**src/rtl/pong_pkg.sv**
```systemverilog
// Shared types and helpers for the Pong score controller: match states,
// winner codes, the blank digit code and two-digit BCD arithmetic.
package pong_pkg;

    typedef enum logic [1:0] {
        IDLE = 2'd0,
        PLAY = 2'd1,
        OVER = 2'd2
    } state_t;

    localparam logic [1:0] WIN_NONE    = 2'b00;
    localparam logic [1:0] WIN_L       = 2'b01;
    localparam logic [1:0] WIN_R       = 2'b10;
    localparam logic [3:0] BLANK_DIGIT = 4'hF;

    typedef struct packed {
        logic [3:0] tens;
        logic [3:0] ones;
    } bcd2_t;

    // Ones wraps 9 -> 0 and carries into tens; scores never reach 100.
    function automatic bcd2_t bcd_inc(input bcd2_t v);
        bcd2_t r;
        r = v;
        if (v.ones == 4'd9) begin
            r.ones = 4'd0;
            r.tens = v.tens + 4'd1;
        end else begin
            r.ones = v.ones + 4'd1;
        end
        return r;
    endfunction

    function automatic bcd2_t to_bcd(input int unsigned v);
        bcd2_t r;
        r.tens = 4'(v / 10);
        r.ones = 4'(v % 10);
        return r;
    endfunction

endpackage

```
**src/rtl/score_ctrl_if.sv**
```systemverilog
// Control pulses in, digit codes and match status out, for score_ctrl.
interface score_ctrl_if;
    logic       start;
    logic       clear;
    logic       point_l;
    logic       point_r;
    logic [3:0] l_tens;
    logic [3:0] l_ones;
    logic [3:0] r_tens;
    logic [3:0] r_ones;
    logic       playing;
    logic       game_over;
    logic [1:0] winner;

    modport master (
        output start, clear, point_l, point_r,
        input  l_tens, l_ones, r_tens, r_ones, playing, game_over, winner
    );

    modport slave (
        input  start, clear, point_l, point_r,
        output l_tens, l_ones, r_tens, r_ones, playing, game_over, winner
    );
endinterface

```
**src/rtl/score_ctrl_bcd_counter2.sv**
```systemverilog
// Two-digit BCD point counter, one instance per player.
module bcd_counter2
    import pong_pkg::*;
(
    input  logic       clk,
    input  logic       reset,
    input  logic       clr,
    input  logic       inc,
    output logic [3:0] tens,
    output logic [3:0] ones
);

    bcd2_t r_score;

    always_ff @(posedge clk or posedge reset) begin
        if (reset) begin
            r_score <= '0;
        end else if (clr) begin
            r_score <= '0;
        end else if (inc) begin
            r_score <= bcd_inc(r_score);
        end
    end

    assign tens = r_score.tens;
    assign ones = r_score.ones;

endmodule

```
**src/rtl/score_ctrl.sv**
```systemverilog
// Pong match controller: BCD scores, idle/play/over FSM, leading-zero blanking.
// Define SCORE_BLINK_EN to blink the winner's digits while the match is over.
module score_ctrl
    import pong_pkg::*;
#(
    parameter int unsigned WIN_SCORE = 7,
    parameter int unsigned BLINK_DIV = 25_000_000
) (
    input  logic         clk,
    input  logic         reset,
    score_ctrl_if.slave  bus
);

    localparam bcd2_t WIN_M1 = to_bcd(WIN_SCORE - 1);

    // Out-of-range parameter sets elaborate this marker block.
    if (BLINK_DIV < 2 || WIN_SCORE < 1 || WIN_SCORE > 99) begin : g_bad_params
    end

    state_t     r_state;
    logic [1:0] r_winner;
    logic [3:0] r_l_tens, r_l_ones, r_r_tens, r_r_ones;
    logic       r_playing, r_game_over;

    logic       w_scores_clr, w_pts_ok, w_inc_l, w_inc_r, w_win_l, w_win_r;
    logic [3:0] w_l_tens, w_l_ones, w_r_tens, w_r_ones;
    bcd2_t      w_l_cur, w_r_cur, w_l_nxt, w_r_nxt;
    state_t     w_state_nxt;
    logic [1:0] w_winner_nxt;
    logic       w_show_l, w_show_r;

    // Start only restarts outside PLAY; start and clear both mask points.
    assign w_scores_clr = bus.clear | (bus.start & (r_state != PLAY));
    assign w_pts_ok     = (r_state == PLAY) & ~bus.clear & ~bus.start;
    assign w_inc_l      = w_pts_ok & bus.point_l & ~bus.point_r;
    assign w_inc_r      = w_pts_ok & bus.point_r & ~bus.point_l;

    bcd_counter2 u_cnt_l (
        .clk   (clk),
        .reset (reset),
        .clr   (w_scores_clr),
        .inc   (w_inc_l),
        .tens  (w_l_tens),
        .ones  (w_l_ones)
    );

    bcd_counter2 u_cnt_r (
        .clk   (clk),
        .reset (reset),
        .clr   (w_scores_clr),
        .inc   (w_inc_r),
        .tens  (w_r_tens),
        .ones  (w_r_ones)
    );

    assign w_l_cur = '{tens: w_l_tens, ones: w_l_ones};
    assign w_r_cur = '{tens: w_r_tens, ones: w_r_ones};
    assign w_win_l = w_inc_l & (w_l_cur == WIN_M1);
    assign w_win_r = w_inc_r & (w_r_cur == WIN_M1);

    // Mirror the counters' next value so display registers update on the same edge.
    always_comb begin
        w_l_nxt = w_l_cur;
        w_r_nxt = w_r_cur;
        if (w_scores_clr) begin
            w_l_nxt = '0;
            w_r_nxt = '0;
        end else begin
            if (w_inc_l) w_l_nxt = bcd_inc(w_l_cur);
            if (w_inc_r) w_r_nxt = bcd_inc(w_r_cur);
        end
    end

    always_comb begin
        w_state_nxt  = r_state;
        w_winner_nxt = r_winner;
        if (bus.clear) begin
            w_state_nxt  = IDLE;
            w_winner_nxt = WIN_NONE;
        end else if (bus.start && r_state != PLAY) begin
            w_state_nxt  = PLAY;
            w_winner_nxt = WIN_NONE;
        end else if (w_win_l) begin
            w_state_nxt  = OVER;
            w_winner_nxt = WIN_L;
        end else if (w_win_r) begin
            w_state_nxt  = OVER;
            w_winner_nxt = WIN_R;
        end
    end

`ifdef SCORE_BLINK_EN
    localparam int unsigned BLINK_W = $clog2(BLINK_DIV);

    logic [BLINK_W-1:0] r_blink_cnt, w_blink_cnt_nxt;
    logic               r_blink_on, w_blink_on_nxt;

    // Counter restarts with the digits visible on every OVER entry.
    always_comb begin
        w_blink_cnt_nxt = '0;
        w_blink_on_nxt  = 1'b1;
        if (r_state == OVER && w_state_nxt == OVER) begin
            if (r_blink_cnt == BLINK_W'(BLINK_DIV - 1)) begin
                w_blink_on_nxt = ~r_blink_on;
            end else begin
                w_blink_cnt_nxt = r_blink_cnt + BLINK_W'(1);
                w_blink_on_nxt  = r_blink_on;
            end
        end
    end

    always_ff @(posedge clk or posedge reset) begin
        if (reset) begin
            r_blink_cnt <= '0;
            r_blink_on  <= 1'b1;
        end else begin
            r_blink_cnt <= w_blink_cnt_nxt;
            r_blink_on  <= w_blink_on_nxt;
        end
    end

    assign w_show_l = ~((w_state_nxt == OVER) & (w_winner_nxt == WIN_L) & ~w_blink_on_nxt);
    assign w_show_r = ~((w_state_nxt == OVER) & (w_winner_nxt == WIN_R) & ~w_blink_on_nxt);
`else
    assign w_show_l = 1'b1;
    assign w_show_r = 1'b1;
`endif

    always_ff @(posedge clk or posedge reset) begin
        if (reset) begin
            r_state     <= IDLE;
            r_winner    <= WIN_NONE;
            r_l_tens    <= BLANK_DIGIT;
            r_l_ones    <= 4'd0;
            r_r_tens    <= BLANK_DIGIT;
            r_r_ones    <= 4'd0;
            r_playing   <= 1'b0;
            r_game_over <= 1'b0;
        end else begin
            r_state     <= w_state_nxt;
            r_winner    <= w_winner_nxt;
            r_l_tens    <= (!w_show_l || w_l_nxt.tens == 4'd0) ? BLANK_DIGIT : w_l_nxt.tens;
            r_l_ones    <= w_show_l ? w_l_nxt.ones : BLANK_DIGIT;
            r_r_tens    <= (!w_show_r || w_r_nxt.tens == 4'd0) ? BLANK_DIGIT : w_r_nxt.tens;
            r_r_ones    <= w_show_r ? w_r_nxt.ones : BLANK_DIGIT;
            r_playing   <= (w_state_nxt == PLAY);
            r_game_over <= (w_state_nxt == OVER);
        end
    end

    assign bus.l_tens    = r_l_tens;
    assign bus.l_ones    = r_l_ones;
    assign bus.r_tens    = r_r_tens;
    assign bus.r_ones    = r_r_ones;
    assign bus.playing   = r_playing;
    assign bus.game_over = r_game_over;
    assign bus.winner    = r_winner;

endmodule

```
**src/flat_wrapper.sv**
```systemverilog
// flat-port wrapper written by rule: the top's interface ports become plain ports
module score_ctrl_flat import pong_pkg::*;
#(
    parameter int unsigned WIN_SCORE = 7,
    parameter int unsigned BLINK_DIV = 25_000_000
)
  (clk, reset, bus_start, bus_clear, bus_point_l, bus_point_r, bus_l_tens, bus_l_ones, bus_r_tens, bus_r_ones, bus_playing, bus_game_over, bus_winner);
  score_ctrl_if bus_i ();
  input  logic clk;
  input  logic reset;
  input wire logic [$bits(bus_i.start)-1:0] bus_start;
  input wire logic [$bits(bus_i.clear)-1:0] bus_clear;
  input wire logic [$bits(bus_i.point_l)-1:0] bus_point_l;
  input wire logic [$bits(bus_i.point_r)-1:0] bus_point_r;
  output wire logic [$bits(bus_i.l_tens)-1:0] bus_l_tens;
  output wire logic [$bits(bus_i.l_ones)-1:0] bus_l_ones;
  output wire logic [$bits(bus_i.r_tens)-1:0] bus_r_tens;
  output wire logic [$bits(bus_i.r_ones)-1:0] bus_r_ones;
  output wire logic [$bits(bus_i.playing)-1:0] bus_playing;
  output wire logic [$bits(bus_i.game_over)-1:0] bus_game_over;
  output wire logic [$bits(bus_i.winner)-1:0] bus_winner;
  assign bus_i.start = bus_start;
  assign bus_i.clear = bus_clear;
  assign bus_i.point_l = bus_point_l;
  assign bus_i.point_r = bus_point_r;
  assign bus_l_tens = bus_i.l_tens;
  assign bus_l_ones = bus_i.l_ones;
  assign bus_r_tens = bus_i.r_tens;
  assign bus_r_ones = bus_i.r_ones;
  assign bus_playing = bus_i.playing;
  assign bus_game_over = bus_i.game_over;
  assign bus_winner = bus_i.winner;
  score_ctrl #(.WIN_SCORE(WIN_SCORE), .BLINK_DIV(BLINK_DIV)) u_core (.clk(clk), .reset(reset), .bus(bus_i));
endmodule
```
**config.mk**
```make
export PLATFORM = sky130hd
export DESIGN_NAME = score_ctrl_flat
export DESIGN_NICKNAME = d
export VERILOG_FILES = /design/src/rtl/pong_pkg.sv /design/src/rtl/score_ctrl_if.sv /design/src/rtl/score_ctrl_bcd_counter2.sv /design/src/rtl/score_ctrl.sv /design/src/flat_wrapper.sv
export SDC_FILE = /design/constraint.sdc
export NUM_CORES = 1
export LEC_CHECK = 0
export BUFFER_PORTS_ARGS = -buffer_cell sky130_fd_sc_hd__clkbuf_2
export CAP_MARGIN = 20
export CORE_ASPECT_RATIO = 1.1
export CORE_MARGIN = 2
export CORE_UTILIZATION = 35
export DETAILED_ROUTE_END_ITERATION = 10
export GPL_ROUTABILITY_DRIVEN = 0
export PLACE_DENSITY_LB_ADDON = 0.08
export SLEW_MARGIN = 20
export SYNTH_ARGS = -nofsm -noshare
export SYNTH_HDL_FRONTEND = slang
export SYNTH_SLANG_ARGS = --single-unit
```
**constraint.sdc**
```tcl
create_clock -name clk -period 2.5 [get_ports clk]
set_clock_uncertainty 0.05 [all_clocks]
set_input_delay 0.25 -clock clk [delete_from_list [all_inputs] [get_ports clk]]
set_output_delay 0.25 -clock clk [all_outputs]
set_load 0.01 [all_outputs]
```
==> results.tsv <==
metric	value	unit
diodes	0	
coreArea	4550	um2
drt_iter0_drc	64	
yosys_register_bits	30	
clk_latency	270	ps
routedWlPerCell	14.1	um
hold_path_class	input pin to register	
grt_max_degree	31	
outcome	finished, final reports clean	
drv_cap	0	
ys_seq_area_share	46.8	%
vias	1298	
dieArea	5200	um2
finalSetupViolCount	0	
drive_gt1_share	26.5	%
critPathCaptureType	register	
first_pass_iters	4	
path_clk_slew	60	ps
rsz0062_at_grt	false	
reg2reg_slack	310	ps
setup-tns-final	0	ps
setup_slack	314	ps
path_max_fanout	8	
power	913	uW
drc	0	
vias_per_cell	5.30	
dp_slack	292	ps
dpl_cell_area	1800	um2
grt_pass1_wl	5.93	mm
fp.dieH	75.4	um
cp-start-kind	register	
dp_cells	237	
start_util	35.7	%
ys_types	39	
netlist_instances	159	
power_density	482	nW/um2
row_count	26	
final_util	41.6	%
crit_required	2650	ps
p_leak	0.881	nW
grt_pass1_vias	1251	
finalCritPeriodShare	87.4	%
h-tree-depth	2	
synth.avg_cell_area	10.2	um2
final_hold_viol_count	0	
port_buffers	25	
fill_cells	474	
whs	207	ps
cts_made_buffers	5	
worstPathArrival	2330	ps
clock_path_buffers	2	
cts_tree	done	
io_pins	26	
grt_antenna_before_repair	0	
synth-edff-count	0	
track_usage	15.6	%
clockRootBuffer	clkbuf_8	
stdcell_area	1890	um2
stdcell_count	245	
finalNetCount	199	
final_antenna_net_count	0	
ir_worst_vdd	0.278	mV
synth_flop_cell	dfrtp_1	
cts.sinks	30	
mostFrequentLayoutCells	clkbuf_2 (25), dfrtp_1 (22), inv_1 (16)	
clock.fmax	457	MHz
slew_viol_final	0	
syn2layout_area_growth	16.6	%
critPathKind	register to register	
wl	3.45	mm
hpwl	2.53	mm
synth_area	1620	um2
syn_nets	169	
worstMarginPinSlew	592	ps
yosys_warnings	0	
grt-ovfl-total	0	
cts_resized	0	
final_common_cell	clkbuf_2	
synthArstFlopShare	100	%
die_w	69.0	um
fin_crit	2190	ps
slew_headroom	60.5	%
## final cells by class
| type | instances | area, um2 | area share [%] |
|---|---|---|---|
| multi-input combinational | 107 | 766 | 40.4 |
| tap | 56 | 70.1 | 3.70 |
| clock buffer | 5 | 68.8 | 3.64 |
| timing repair buffer | 29 | 158 | 8.33 |
| clock inverter | 2 | 10.0 | 0.529 |
| sequential | 30 | 761 | 40.2 |
| inverter | 16 | 60.1 | 3.17 |
## routing by layer
| metal | global-route usage [%] | wire [um] |
|---|---|---|
| met4 | 5.88 | 60 |
| met1 | 19.6 | 1530 |
| met2 | 25.5 | 1720 |
| met5 | 0 | 0 |
| met3 | 4.58 | 148 |
## path summary, 6_finish.rpt
check / startpoint / to / cells past startpoint
worst max-delay path: u_core.r_state[1]$_DFF_PP0_ / u_core.bus.r_tens[0]$_DFF_PP1_ / 5
worst min-delay path: bus_clear / u_core.bus.playing$_DFF_PP0_ / 2
worst max register to register: u_core.r_state[1]$_DFF_PP0_ / u_core.bus.r_tens[0]$_DFF_PP1_ / 5
worst min register to register: u_core.bus.winner[1]$_DFFE_PP0P_ / u_core.bus.winner[1]$_DFFE_PP0P_ / 2
max in group asynchronous: reset / u_core.bus.r_tens[2]$_DFF_PP1_ / 4
min in group asynchronous: reset / u_core.u_cnt_l.tens[0]$_DFF_PP0_ / 4
## worst max-delay path: stages (launching register included)
cell     delay [ps]
dfrtp_1         430
or4b_4          640
nor4_4          310
mux2i_1         320
o21ai_0         190
o22ai_1         160
## timing repair
item	4_1_cts	5_1_grt
setup buffers	0	0
endpoints found under the hold margin	22	0
hold buffers	1	0
## state kept, by name, indices dropped and copies added (netlist names)
signal                count
u_core.bus.r_tens         4
u_core.r_state            2
u_core.u_cnt_l.ones       4
u_core.bus.playing        1
u_core.u_cnt_r.tens       4
u_core.bus.game_over      1
u_core.bus.l_tens         4
u_core.bus.winner         2
u_core.bus.r_ones         4
u_core.u_cnt_l.tens       4
## cells by family (layout without fill, tap and decap cells)
group	count (synthesis)	count (layout)	share of synthesized area, %
AND/OR/NAND/NOR	55	55	22.6
AO/OA/AOI/OAI	37	37	15.0
flip-flops	30	30	46.8
buffers and inverters	22	52	6.01
multiplexers	6	6	3.70
XOR/XNOR	5	5	2.70
adder cells (fa/ha/maj)	4	4	3.08
## where the power goes
group	switching (mW)	leakage, nW	internal, mW	total, mW
sequential	0.00291	0.389	0.490	0.492
combinational	0.0442	0.448	0.0187	0.0629
clock	0.172	0.0438	0.186	0.358
## synth_stat cells, types with 4 or more instances
master | n | area, um2
nand2b_1 | 4 | 25.0
mux2i_1 | 6 | 60.1
nand2_1 | 9 | 33.8
a21oi_1 | 5 | 25.0
nand3_1 | 9 | 45.0
nor2_1 | 11 | 41.3
inv_1 | 16 | 60.1
o21ai_0 | 9 | 45.0
clkbuf_1 | 4 | 15.0
dfrtp_1 | 22 | 551
xnor2_1 | 4 | 35.0
ha_1 | 4 | 50.1
o22ai_1 | 5 | 31.3
dfstp_2 | 8 | 210
Note: power is estimated with default switching activity, not from simulation.
